--- src/rtl/multi_light_calc_setup_if.sv ---
`default_nettype none
// +----------------------------------------------------------------------------+
// | multi_light_calc_setup_if                                                  |
// | Frame request, latched geometry inputs and per-light result handshake.     |
// | Revision: 1.0                                                              |
// +----------------------------------------------------------------------------+
interface multi_light_calc_setup_if #(
  parameter int N_LIGHTS = 2,
  parameter int XW       = 11,
  parameter int YW       = 10
);
  logic                   start;
  logic [XW-1:0]          x_com;
  logic [YW-1:0]          y_com;
  logic [N_LIGHTS*XW-1:0] x_lights;
  logic [N_LIGHTS*YW-1:0] y_lights;
  logic                   out_ready;
  logic                   busy;
  logic                   out_valid;
  logic [2:0]             out_idx;
  logic [2*XW-1:0]        x_dif_sq;
  logic [2*YW-1:0]        y_dif_sq;
  logic                   x_greater_than_y;
  logic [XW-1:0]          pan_dividend;
  logic [XW-1:0]          pan_divisor;
  logic                   x_neg;
  logic                   y_neg;
  logic                   div_zero;
  logic                   frame_done;

  modport master (
    output start, x_com, y_com, x_lights, y_lights, out_ready,
    input  busy, out_valid, out_idx, x_dif_sq, y_dif_sq, x_greater_than_y,
           pan_dividend, pan_divisor, x_neg, y_neg, div_zero, frame_done
  );

  modport slave (
    input  start, x_com, y_com, x_lights, y_lights, out_ready,
    output busy, out_valid, out_idx, x_dif_sq, y_dif_sq, x_greater_than_y,
           pan_dividend, pan_divisor, x_neg, y_neg, div_zero, frame_done
  );
endinterface
`default_nettype wire

--- src/rtl/multi_light_calc_setup.sv ---
`default_nettype none
// +----------------------------------------------------------------------------+
// | multi_light_calc_setup                                                     |
// | Per-light distance/pan setup for one frame, one result per CALC/HOLD pair. |
// | Revision: 1.0                                                              |
// +----------------------------------------------------------------------------+
module multi_light_calc_setup #(
  parameter int N_LIGHTS = 2,
  parameter int XW       = 11,
  parameter int YW       = 10
) (
  input logic                    clk,
  input logic                    reset,
  multi_light_calc_setup_if.slave bus
);

  typedef enum logic [1:0] {
    IDLE = 2'd0,
    CALC = 2'd1,
    HOLD = 2'd2
  } state_t;

  localparam logic [2:0] c_last_idx = 3'(N_LIGHTS - 1);

  state_t                 r_state;
  state_t                 w_state_next;

  logic [XW-1:0]          r_x_com;
  logic [YW-1:0]          r_y_com;
  logic [N_LIGHTS*XW-1:0] r_x_lights;
  logic [N_LIGHTS*YW-1:0] r_y_lights;
  logic [2:0]             r_idx;
  logic                   r_busy;
  logic                   r_out_valid;
  logic [2*XW-1:0]        r_x_dif_sq;
  logic [2*YW-1:0]        r_y_dif_sq;
  logic                   r_xgty;
  logic [XW-1:0]          r_pan_dividend;
  logic [XW-1:0]          r_pan_divisor;
  logic                   r_x_neg;
  logic                   r_y_neg;
  logic                   r_div_zero;
  logic                   r_frame_done;

  logic [XW-1:0]          w_x_light;
  logic [YW-1:0]          w_y_light;
  logic                   w_x_neg;
  logic                   w_y_neg;
  logic [XW-1:0]          w_dx;
  logic [YW-1:0]          w_dy;
  logic [XW-1:0]          w_dy_ext;
  logic [2*XW-1:0]        w_dx_wide;
  logic [2*YW-1:0]        w_dy_wide;
  logic                   w_xgty;
  logic [XW-1:0]          w_dividend;
  logic [XW-1:0]          w_divisor;
  logic                   w_last;

  // Geometry for the light currently selected by r_idx, from the latched frame copy
  assign w_x_light  = r_x_lights[int'(r_idx)*XW +: XW];
  assign w_y_light  = r_y_lights[int'(r_idx)*YW +: YW];
  assign w_x_neg    = w_x_light < r_x_com;
  assign w_y_neg    = w_y_light < r_y_com;
  assign w_dx       = w_x_neg ? (r_x_com - w_x_light) : (w_x_light - r_x_com);
  assign w_dy       = w_y_neg ? (r_y_com - w_y_light) : (w_y_light - r_y_com);
  assign w_dy_ext   = XW'(w_dy);
  assign w_dx_wide  = (2*XW)'(w_dx);
  assign w_dy_wide  = (2*YW)'(w_dy);
  assign w_xgty     = w_dx > w_dy_ext;
  assign w_dividend = w_xgty ? w_dy_ext : w_dx;
  assign w_divisor  = w_xgty ? w_dx : w_dy_ext;
  assign w_last     = (r_idx == c_last_idx);

  always_ff @(posedge clk) begin
    if (!reset) r_state <= IDLE;
    else        r_state <= w_state_next;
  end

  always_comb begin
    w_state_next = r_state;
    case (r_state)
      IDLE:    if (bus.start) w_state_next = CALC;
      CALC:    w_state_next = HOLD;
      HOLD:    if (bus.out_ready) w_state_next = w_last ? IDLE : CALC;
      default: w_state_next = IDLE;
    endcase
  end

  always_ff @(posedge clk) begin
    if (!reset) begin
      r_x_com        <= '0;
      r_y_com        <= '0;
      r_x_lights     <= '0;
      r_y_lights     <= '0;
      r_idx          <= '0;
      r_busy         <= 1'b0;
      r_out_valid    <= 1'b0;
      r_x_dif_sq     <= '0;
      r_y_dif_sq     <= '0;
      r_xgty         <= 1'b0;
      r_pan_dividend <= '0;
      r_pan_divisor  <= '0;
      r_x_neg        <= 1'b0;
      r_y_neg        <= 1'b0;
      r_div_zero     <= 1'b0;
      r_frame_done   <= 1'b0;
    end else begin
      r_frame_done <= 1'b0;
      case (r_state)
        IDLE: begin
          if (bus.start) begin
            r_x_com    <= bus.x_com;
            r_y_com    <= bus.y_com;
            r_x_lights <= bus.x_lights;
            r_y_lights <= bus.y_lights;
            r_idx      <= '0;
            r_busy     <= 1'b1;
          end
        end
        CALC: begin
          r_x_dif_sq     <= w_dx_wide * w_dx_wide;
          r_y_dif_sq     <= w_dy_wide * w_dy_wide;
          r_xgty         <= w_xgty;
          r_pan_dividend <= w_dividend;
          r_pan_divisor  <= w_divisor;
          r_x_neg        <= w_x_neg;
          r_y_neg        <= w_y_neg;
          r_div_zero     <= (w_divisor == '0);
          r_out_valid    <= 1'b1;
        end
        HOLD: begin
          // Results stay put until accepted; only valid/index/busy move on acceptance
          if (bus.out_ready) begin
            r_out_valid <= 1'b0;
            if (w_last) begin
              r_busy       <= 1'b0;
              r_frame_done <= 1'b1;
            end else begin
              r_idx <= r_idx + 3'd1;
            end
          end
        end
        default: ;
      endcase
    end
  end

  assign bus.busy             = r_busy;
  assign bus.out_valid        = r_out_valid;
  assign bus.out_idx          = r_idx;
  assign bus.x_dif_sq         = r_x_dif_sq;
  assign bus.y_dif_sq         = r_y_dif_sq;
  assign bus.x_greater_than_y = r_xgty;
  assign bus.pan_dividend     = r_pan_dividend;
  assign bus.pan_divisor      = r_pan_divisor;
  assign bus.x_neg            = r_x_neg;
  assign bus.y_neg            = r_y_neg;
  assign bus.div_zero         = r_div_zero;
  assign bus.frame_done       = r_frame_done;

endmodule
`default_nettype wire

--- src/flat_wrapper.sv ---
// flat-port wrapper written by rule: the top's interface ports become plain ports
module multi_light_calc_setup_flat 
#(
  parameter int N_LIGHTS = 2,
  parameter int XW       = 11,
  parameter int YW       = 10
)
  (clk, reset, bus_start, bus_x_com, bus_y_com, bus_x_lights, bus_y_lights, bus_out_ready, bus_busy, bus_out_valid, bus_out_idx, bus_x_dif_sq, bus_y_dif_sq, bus_x_greater_than_y, bus_pan_dividend, bus_pan_divisor, bus_x_neg, bus_y_neg, bus_div_zero, bus_frame_done);
  multi_light_calc_setup_if #(.N_LIGHTS(N_LIGHTS), .XW(XW), .YW(YW)) bus_i ();
  input logic clk;
  input logic reset;
  input wire logic [$bits(bus_i.start)-1:0] bus_start;
  input wire logic [$bits(bus_i.x_com)-1:0] bus_x_com;
  input wire logic [$bits(bus_i.y_com)-1:0] bus_y_com;
  input wire logic [$bits(bus_i.x_lights)-1:0] bus_x_lights;
  input wire logic [$bits(bus_i.y_lights)-1:0] bus_y_lights;
  input wire logic [$bits(bus_i.out_ready)-1:0] bus_out_ready;
  output wire logic [$bits(bus_i.busy)-1:0] bus_busy;
  output wire logic [$bits(bus_i.out_valid)-1:0] bus_out_valid;
  output wire logic [$bits(bus_i.out_idx)-1:0] bus_out_idx;
  output wire logic [$bits(bus_i.x_dif_sq)-1:0] bus_x_dif_sq;
  output wire logic [$bits(bus_i.y_dif_sq)-1:0] bus_y_dif_sq;
  output wire logic [$bits(bus_i.x_greater_than_y)-1:0] bus_x_greater_than_y;
  output wire logic [$bits(bus_i.pan_dividend)-1:0] bus_pan_dividend;
  output wire logic [$bits(bus_i.pan_divisor)-1:0] bus_pan_divisor;
  output wire logic [$bits(bus_i.x_neg)-1:0] bus_x_neg;
  output wire logic [$bits(bus_i.y_neg)-1:0] bus_y_neg;
  output wire logic [$bits(bus_i.div_zero)-1:0] bus_div_zero;
  output wire logic [$bits(bus_i.frame_done)-1:0] bus_frame_done;
  assign bus_i.start = bus_start;
  assign bus_i.x_com = bus_x_com;
  assign bus_i.y_com = bus_y_com;
  assign bus_i.x_lights = bus_x_lights;
  assign bus_i.y_lights = bus_y_lights;
  assign bus_i.out_ready = bus_out_ready;
  assign bus_busy = bus_i.busy;
  assign bus_out_valid = bus_i.out_valid;
  assign bus_out_idx = bus_i.out_idx;
  assign bus_x_dif_sq = bus_i.x_dif_sq;
  assign bus_y_dif_sq = bus_i.y_dif_sq;
  assign bus_x_greater_than_y = bus_i.x_greater_than_y;
  assign bus_pan_dividend = bus_i.pan_dividend;
  assign bus_pan_divisor = bus_i.pan_divisor;
  assign bus_x_neg = bus_i.x_neg;
  assign bus_y_neg = bus_i.y_neg;
  assign bus_div_zero = bus_i.div_zero;
  assign bus_frame_done = bus_i.frame_done;
  multi_light_calc_setup #(.N_LIGHTS(N_LIGHTS), .XW(XW), .YW(YW)) u_core (.clk(clk), .reset(reset), .bus(bus_i));
endmodule
--- config.mk ---
export PLATFORM = sky130hd
export DESIGN_NAME = multi_light_calc_setup_flat
export DESIGN_NICKNAME = d
export VERILOG_FILES = /design/src/rtl/multi_light_calc_setup_if.sv /design/src/rtl/multi_light_calc_setup.sv /design/src/flat_wrapper.sv
export SDC_FILE = /design/constraint.sdc
export NUM_CORES = 1
export LEC_CHECK = 0
export CORE_UTILIZATION = 57
export DETAILED_ROUTE_END_ITERATION = 7
export GPL_TIMING_DRIVEN = 0
export MAX_ROUTING_LAYER = met4
export PLACE_DENSITY = 0.79
export SYNTH_ARGS = -nofsm -noshare
export SYNTH_HDL_FRONTEND = slang
export SYNTH_SLANG_ARGS = --single-unit
--- constraint.sdc ---
create_clock -name clk -period 11.6 [get_ports clk]
set_clock_uncertainty 0.1 [all_clocks]
set_input_delay 2.9 -clock clk [delete_from_list [all_inputs] [get_ports clk]]
set_output_delay 2.9 -clock clk [all_outputs]
set_load 0.005 [all_outputs]
Yosys cells after proc, flatten, opt, wreduce, memory -nomap -nowiden. Index checks and enable logic that the tools add are counted.

Register bits after elaboration: 139. Bits in latches: 0. Memory bits (writable): 0. ROM bits: 0. Input bits: 67. Output and inout bits: 74. Word-level logic and storage cells: 67. Memories kept: 0.

Add/sub/neg operators: 5. Multiply operators: 4. Div/mod/pow operators: 0. Magnitude comparators: 3. Equal/unequal tests: 7. Shift-type cells: 2. Mux-type cells: 19. Bitwise logic cells: 0. Reductions and logical operators: 10.

Operators with widths (count): $mux 11 (3); $shiftx 20x32->10 (1); $shiftx 22x32->11 (1); $mul 11x11->22 (1); $sub 11x11->11 (2); $mul 10x10->20 (1); $sub 10x10->10 (2); $gt 11x10->1 (1); $logic_not 11->1 (1); $lt 11x11->1 (1); $lt 10x10->1 (1); $mux 10 (1); $mux 3 (3); $reduce_and 4->1 (2); $mul 3x4->7 const B (1); $mul 3x3->6 const B (1); $mux 1 (6); $ne 2x2->1 const B (3); $pmux 2 s3 (1); $pmux 3 s2 (1); $reduce_and 2->1 (3); $mux 2 (2); $pmux 1 s2 (2); $reduce_bool 2->1 (2); 7 further kinds (7).

Longest topological paths before layout.
Depth after elaboration: 7. Mapped depth: 36. Depth with buffers taken out: 33.

Worst setup path before layout. OpenSTA, ideal clock, no wires.

Path kind: reg-to-reg. From: register u_core.r_idx[0], in the netlist u_core.bus.out_idx[0]. To: register u_core.r_x_dif_sq[21], in the netlist u_core.bus.x_dif_sq[21]. Setup time: 0.116 ns. Arrival time: 8.367 ns. Required time: 11.384 ns. Slack: 3.017 ns. Cell stages (with the launch flop): 35. Buffers on the path: 2. Period minus slack after synthesis: 8.583 ns. Cells stage by stage: dfxtp_1 clkbuf_1 mux2_2 nand2_1 inv_1 ha_1 nor2b_1 o31ai_2 a211oi_2 o21ai_2 a21oi_2 buf_4 mux2i_1 xor2_1 inv_1 nor2_1 inv_1 fa_1 fa_1 inv_1 ha_1 fa_1 inv_1 fa_1 inv_1 ha_1 or2_2 a21oi_1 a2111oi_0 a211oi_1 a21oi_1 a41o_1 o41ai_1 mux2i_1 a31o_2.

Word-level cells in the longest chain between the ends: 5. Elaborated cells on any way between the ends: 7. Classes of those cells: add/sub: 2; mul: 2; order compare: 1; shift: 1; mux: 1.

Ends and longest elaborated chain: start: declaration (line multi_light_calc_setup.sv:32) `logic [2:0] r_idx;`; start signal: assignment (line multi_light_calc_setup.sv:139) `r_idx <= r_idx + 3'd1;`; $mul 3x4->7 (*) (line multi_light_calc_setup.sv:60) `assign w_x_light = r_x_lights[int'(r_idx)*XW +: XW];`; $shiftx 22x32->11 (*) (line multi_light_calc_setup.sv:60); $sub 11x11->11 / $lt 11x11->1 (equally long branches) (line multi_light_calc_setup.sv:64, multi_light_calc_setup.sv:62); $mux 11 (*) (line multi_light_calc_setup.sv:64) `assign w_dx = w_x_neg ? (r_x_com - w_x_light) : (w_x_light - r_x_com);`; $mul 11x11->22 (*) (line multi_light_calc_setup.sv:121) `r_x_dif_sq <= w_dx_wide * w_dx_wide;`; end signal: assignment (line multi_light_calc_setup.sv:121); end: declaration (line multi_light_calc_setup.sv:35) `logic [2*XW-1:0] r_x_dif_sq;`.

Every way passes the cells marked *; elsewhere a longest branch is shown, timed or not. A chain may end at the register's enable or synchronous reset.

Worst setup path in the final report. Ends and elaborated chain as after synthesis.

==> summary.md <==
| Metric | Value |
|---|---|
| Status | finished clean |
| Initial DRC count | between 800 and 900 |
| Register-to-register path setup slack | roughly 0.59 ns |
| Gpl congestion | between 0.9 and 1 |
| Compound-Gate Fraction of Synth Area | about 14% |
| Post-Route Setup TNS | 0 ns |
| Initial DRT Pass Iterations | 7 |
| FMAX | approximately 91 MHz |
| TritonCTS Buffers | 17 |
| Length of routed met3 wiring | between 2000 and 3000 um |
| Initial Util | between 50% and 60% |
| Area Growth Syn to Fin | 17.8% |
| Post-synthesis mux area share | about 3.6% |
| Storage element area | approximately 2700 sq um |
| Nets | between 2000 and 2500 |
| IO buf count | 138 |
| Antenna violations before repair | 0 |
| Die footprint | approximately 24000 sq um |
| Max-cap viol count | 0 |
| Required @ worst endpoint | about 12 ns |
| WL/cell | between 15 and 20 um |
| Layout fillers | roughly 1900 |
| Post-DP HPWL | roughly 28000 um |
| Post-synthesis xor/xnor area fraction | a little over 4% |
| Fin. max-slew vios | 0 |
| Largest stage delay, worst path | 0.91 ns |
| First-pass GRT wire length | between 50000 and 60000 um |
| Multi-input gate area | between 9000 and 10000 sq um |
| Critical path arrival | 11.23 ns |
| Cts repair resizes | 0 |
| Setup repair bufs after CTS | 0 |
| Final Setup Violations | 0 |
| Max Used Layer | met4 |
| Die span in x | 155 um |
| CTS tree | built |
| WL met1 | 14800 um |
| Gr usage total | between 30% and 40% |
| # hold bufs at CTS | 0 |
| Cell row count | 55 |
| HP Start | u_core.bus.x_dif_sq[7] |
| Hold Path Class | reg -> reg |
| Core area | 22800 sq um |
| Rel. slew slack | 22.8% |
| R2R depth | 34 |
| Clock Path Buffers | 2 |
| Hold Crit Depth | 2 |
| Die height | 155 um |
| Worst setup path class | reg -> reg |
| Tmin final | approximately 11 ns |
| R2r endpoint | u_core.bus.x_dif_sq[21] |
| Routed met2 length | between 15000 and 20000 um |
| Main combinational cell family by area after synthesis | adder cells |
| Final wirelength | approximately 36000 um |
| Final Hold Fails | 0 |
| Area share of the largest cell type after synthesis | between 20% and 30% |
| Synth Instances | 1663 |
| Post-synth EDFFs | 0 |
| DP Cell Count | between 2000 and 2500 |
| Final Cycle Share | 94.9% |
| Clock slew at reported path FFs | 0.06 ns |
| Most frequent cell after synthesis | nand2_1 |
| Pin count of the biggest net entering global routing | 17 |
| Clock Tree Root | clkbuf_16 |
| Io pins | 141 |
| Worst Setup End Kind | flip-flop |
| Gr ovfl total | 0 |
| Sequential-to-total area share from yosys stat | between 20 and 25% |
| Simple-gate share of the synthesized area | between 10% and 20% |
| Hold EP | u_core.bus.x_dif_sq[7] |
| CP max FO | 10 |
| Slowest stage cell on the critical path | xor2_1 |
| CP top delay family | adder cells |
| Syn Area/Cell | approximately 8 sq um |
| Avg Vias per Cell | 5.55 |
| Startpoint class of the critical path | flip-flop |
| Vias | around 12000 |
| Post-route ant nets | 0 |
| Cell variety after synth | 77 |
| Most used cell, CP | inv_1 |
| Synthesized cell area | ~13000 sq um |
| Top FF cell, synth | dfxtp_1 |
| Post-Synth Adder-Cell Area | 31.7% |
| CTS Sinks | 137 |
| Post-synth ARST share | 0% |
| Critical path buffer and inverter count | 8 |
| YS warnings | 0 |
| Synth top area cells | dfxtp_1 (20%), fa_1 (17%), ha_1 (15%) |
| Reg-to-reg startpoint | u_core.bus.out_idx[0] |
| Max H-tree Level | 4 |
| FF+latch count, synth | 137 |
| Clk Latency, worst-skew pair | 0.43 ns |
| ANT cells | 0 |
| Fin cells | about 2100 |
| Number of global-route vias before repair | 11900 |
| Synth top cells by count | nand2_1 (289), inv_1 (248), a21oi_1 (159) |
| Fraction of layout cells with a size suffix above 1 | under 10% |
| Actual slew at the worst max-slew pin | roughly 1.1 ns |
| RSZ-0062 raised after global routing | false |
| # DRC | 0 |
| Cell taking the most area after synthesis | dfxtp_1 |
worst max-delay path by stage:
stage	startpoint	slack (ns)	depth (start not counted)	endpoint
3_5_place_dp	u_core.bus.out_idx[0]	0.84	34	u_core.bus.x_dif_sq[21]
3_3_place_gp	u_core.bus.out_idx[0]	1.12	34	u_core.bus.x_dif_sq[21]
6_report	u_core.bus.out_idx[0]	0.59	34	u_core.bus.x_dif_sq[21]
2_1_floorplan	u_core.bus.out_idx[0]	3.02	34	u_core.bus.x_dif_sq[21]
4_1_cts	u_core.bus.out_idx[0]	0.76	34	u_core.bus.x_dif_sq[21]
5_1_grt	u_core.bus.out_idx[0]	0.07	34	u_core.bus.x_dif_sq[21]
cells in the final DEF (no fill, tap or decap), types with 7 or more instances in the layout:
cell and count:
clkbuf_1 57, o21bai_1 11, a211oi_1 13, xnor2_1 38
nor3_1 15, nand2b_1 17, nor4_1 10, nand3_1 22
mux2i_1 22, nor2b_1 9, and2_1 7, inv_1 248
o211ai_1 8, a21oi_1 159, or2_2 7, clkbuf_16 17
mux2_2 22, nor2_1 104, dfxtp_1 137, a211o_1 7
fa_1 113, ha_1 158, o21ai_0 31, a21o_1 18
o31ai_1 12, o21a_1 9, xor2_1 20, nand2_1 289
clkdlybuf4s50_1 138
metal layers:
layer  global-route usage, %  up-vias
met2                    52.4      506
met5                       -        -
met1                    37.7     5598
met3                    5.40       89
li1                        -     5727
met4                    12.5        0
cell families (layout without fill, tap and decap cells):
| kind of cell | after synthesis | after routing |
|---|---|---|
| and+or+nand+nor | 510 | 510 |
| buffers and inverters | 325 | 494 |
| AOI/OAI and AO/OA | 314 | 314 |
| adders and majority gates | 271 | 271 |
| DFF | 137 | 137 |
| xor gates and xnor gates | 60 | 60 |
| muxes | 45 | 45 |
| other | 1 | 2 |
worst min-delay path: stages, from the launching register on:
cell and delay, ns:
dfxtp_1 0.31, nand2_1 0.05, a21oi_1 0.05
sequential cells by signal, summed over array words and instances, names as in the netlist:
name,flops
u_core.bus.busy,1
u_core.bus.div_zero,1
u_core.bus.frame_done,1
u_core.bus.out_idx,3
u_core.bus.out_valid,1
u_core.bus.pan_dividend,11
u_core.bus.pan_divisor,11
u_core.bus.x_dif_sq,21
u_core.bus.x_greater_than_y,1
u_core.bus.x_neg,1
u_core.bus.y_dif_sq,19
u_core.bus.y_neg,1
u_core.r_state,2
u_core.r_x_com,11
u_core.r_x_lights,22
u_core.r_y_com,10
u_core.r_y_lights,20
stage by stage:
step	instance area [sq um]	util (%)	hold WS (ns)	worst slack, ns
3_3_place_gp	15200	66.4	0.338	1.12
2_1_floorplan	13400	-	0.333	3.02
6_report	15800	69.0	0.350	0.588
3_5_place_dp	15200	66.4	0.342	0.839
4_1_cts	15800	69.0	0.351	0.764
5_1_grt	15800	69.0	0.362	0.0739
final cells by class:
type / instances / share of cell area, %
clock buffers: 22 / 2.94
well taps: 313 / 2.48
plain buffers: 69 / 1.83
repair buffers: 138 / 8.76
flip-flops and latches: 137 / 17.4
clock inverters: 9 / 0.897
inverters: 256 / 6.09
multi-input cells: 1202 / 59.6
Power is not shown: default switching activity piles up to over one toggle a cycle in this logic, so the estimate is an artifact.
==> patch: new RTL, same settings <==
`N_LIGHTS` is set to 2 in 3 places; all go to 4.
--- a/src/rtl/multi_light_calc_setup_if.sv
+++ b/src/rtl/multi_light_calc_setup_if.sv
@@ -7,3 +7,3 @@
 interface multi_light_calc_setup_if #(
-  parameter int N_LIGHTS = 2,
+  parameter int N_LIGHTS = 4,
   parameter int XW       = 11,
--- a/src/rtl/multi_light_calc_setup.sv
+++ b/src/rtl/multi_light_calc_setup.sv
@@ -7,3 +7,3 @@
 module multi_light_calc_setup #(
-  parameter int N_LIGHTS = 2,
+  parameter int N_LIGHTS = 4,
   parameter int XW       = 11,
--- a/src/flat_wrapper.sv
+++ b/src/flat_wrapper.sv
@@ -3,3 +3,3 @@
 #(
-  parameter int N_LIGHTS = 2,
+  parameter int N_LIGHTS = 4,
   parameter int XW       = 11,
Ports: changed (resized bus_x_lights and bus_y_lights); port bits go from 141 to 183. No check against the original RTL was run, so the function may have changed too.
==> patch against the unedited design <==
The flow now finishes with violations (design-rule violations); worst setup slack better by 130 ps; first-iteration DRC count is 49% higher; sequential share of layout area is 2.3 points higher; wire length is 25% higher; non-clock buffer count is 76 higher; critical path depth is 1 lower; design area is 15% higher; largest cell class unchanged; die area is 14% higher; sequential cell count is 42 higher; synthesized area is 15% higher.
Power is left out: the tool's default activity adds up to more than one toggle a clock period on the data nets, which glitch-free logic cannot reach.
==> patch: results (changes against the unedited design) <==
* Outcome: complete, but fails checks (was completed)
* Violated checks: design-rule violations
* Vias at 14100 (was 11900)
* Initial DRC count at 1221 (was 820)
* Synth Area per Inst at 7.95 µm² (was 8.05 µm²)
* Ranking of synthesized cells by area: dfxtp_1 23%, fa_1 15%, ha_1 12%, nand2_1 9.2%, a21oi_1 7.2% (was dfxtp_1 20%, fa_1 17%, ha_1 15%, nand2_1 8.1%, inv_1 7.0%)
* Most common library cells after synthesis: 377 x nand2_1, 248 x inv_1, 220 x a21oi_1 (was 289 x nand2_1, 248 x inv_1, 159 x a21oi_1)
* First-pass GRT wire length at 71300 µm (was 57800 µm)
* Detailed placer's ending HPWL at 35000 µm (was 28200 µm)
* DP Worst Slack at 877 ps (was 839 ps)
* Clock latency on the worst-skew pair at 450 ps (was 430 ps)
* Hold crit path type: flip-flop to flip-flop (unchanged)
* Dpl cells at 2444 (was 2115)
* Most used flip-flop cell after synthesis: dfxtp_1 (unchanged)
* WL/cell at 18.0 µm (was 16.7 µm)
* Critical Path Slowest Stage Cell: xor2_1 (unchanged)
* WHS Endpoint: u_core.r_x_lights[5] (was u_core.bus.x_dif_sq[7])
* I/O Buffers at 180 (was 138)
* CP top delay family: adder cells (unchanged)
* Relative slew slack at 21.7% (was 22.8%)
* Routed WL at 44700 µm (was 35800 µm)
* WHS Path Cells at 2 (unchanged)
* Max reg flops at 44 (was 22)
* CTS tree: built (unchanged)
* Root buffer cell: clkbuf_16 (unchanged)
* Seq/Total Area, Yosys at 23.4% (was 20.5%)
* Fillers at 2094 (was 1871)
* Slowest stage delay, CP at 780 ps (was 910 ps)
* Reg2reg start: u_core.bus.out_idx[1] (was u_core.bus.out_idx[0])
* Synth unique cells at 84 (was 77)
* Ys async rst share at 0% (unchanged)
* Largest net degree at the start of global routing at 19 (was 17)
* H-tree levels at 4 (unchanged)
* Synthesis Warnings at 0 (unchanged)
* Max Fanout on Critical Path at 10 (unchanged)
* CP arrival at 11100 ps (was 11230 ps)
* RD Place Congestion at 0.938 (was 0.914)
* Crit start category: flip-flop (unchanged)
* Hold Startpoint: u_core.r_x_lights[5] (was u_core.bus.x_dif_sq[7])
* Clock transition at path regs at 80 ps (was 60 ps)
* Post-CTS Setup Inserts at 0 (unchanged)
* Pre-Repair DR Iteration Count at 8 (was 7)
* Most flops, register: u_core.r_x_lights (unchanged)
* # DRC at 12 (was 0)
* GR Util All Layers at 33.7% (was 31.4%)
* R2R Setup Slk at 720 ps (was 590 ps)
* Max clock buf depth at 2 (unchanged)
* Cell count of the worst reg-to-reg path at 33 (was 34)
* Initial antenna violation count at 2 (was 0)
* Fraction of layout instances using a drive strength above 1 at 4.58% (was 4.80%)
* Nets at 2499 (was 2159)
* Post-CTS Resized at 0 (unchanged)
* Cts bufs inserted at 17 (unchanged)
* Capturing point of the worst reg2reg path: u_core.bus.x_dif_sq[20] (was u_core.bus.x_dif_sq[21])
## patch: cell types whose count changed after synthesis, sizes merged, moves of 10 or more
cell / change
buf: +10
dfxtp: +42
o211ai: +12
a21oi: +62
nor2b: +20
nand2: +89
ha: -10
clkbuf: +24
a211oi: +20
mux2: -16
## patch: final cells by class
cell class                 instances  area, µm²  area share [%]
tap                              335        419            2.31
multi-input combinational       1388      10300            57.0
antenna                            2       5.00          0.0276
timing repair buffer             180       1800            9.92
buffer                           103        434            2.39
clock buffer                      17        425            2.34
sequential                       179       3580            19.7
inverter                         259        980            5.39
clock inverter                    14        169           0.930
## patch: routing by layer
layer | wire (µm) | vias to the layer above | GRT usage (%)
li1 | - | 6699 | -
met1 | 18100 | 6585 | 41.2
met2 | 20800 | 689 | 54.5
met3 | 3760 | 147 | 5.55
met4 | 2050 | 0 | 15.6
met5 | 0 | - | -
## patch: worst reg2reg max path, delay by kind of cell, from the launching register on
family | cells | cell delay [ps]
AOI/OAI and AO/OA | 11 | 2940
xor gates and xnor gates | 1 | 780
adders and majority gates | 7 | 3120
buffers and inverters | 8 | 1840
DFF | 1 | 600
muxes | 2 | 620
and+or+nand+nor | 4 | 750
## patch: worst max path at each step
| stage | end | slack (ps) | depth (start not counted) |
|---|---|---|---|
| final | u_core.bus.x_dif_sq[20] | 720 | 33 |
| after global routing | u_core.bus.x_dif_sq[20] | 200 | 33 |
| after CTS | u_core.bus.x_dif_sq[20] | 820 | 34 |
| after detailed placement | u_core.bus.x_dif_sq[20] | 880 | 34 |
| after global placement | u_core.bus.x_dif_sq[20] | 1020 | 34 |
| after floorplan | u_core.bus.x_dif_sq[20] | 2710 | 34 |
## patch: kinds of logic after synthesis
| family | count (synthesis) | share of synthesized area (%) |
|---|---|---|
| buf+inv | 362 | 9.22 |
| fa+ha+maj | 262 | 27.0 |
| other cells | 1 | 0.0245 |
| flops | 179 | 23.4 |
| xor+xnor | 55 | 3.63 |
| simple gates | 625 | 17.4 |
| mux | 40 | 2.90 |
| compound gates | 404 | 16.5 |
## patch: per-stage QoR
stage / instance area, µm² / hold WS, ps / utilization (%)
after global routing: 18200 / 373 / 69.3
final: 18200 / 354 / 69.3
after CTS: 18200 / 353 / 69.3
after floorplan: 15300 / 332 / -
after global placement: 17600 / 339 / 67.0
after detailed placement: 17600 / 343 / 67.0
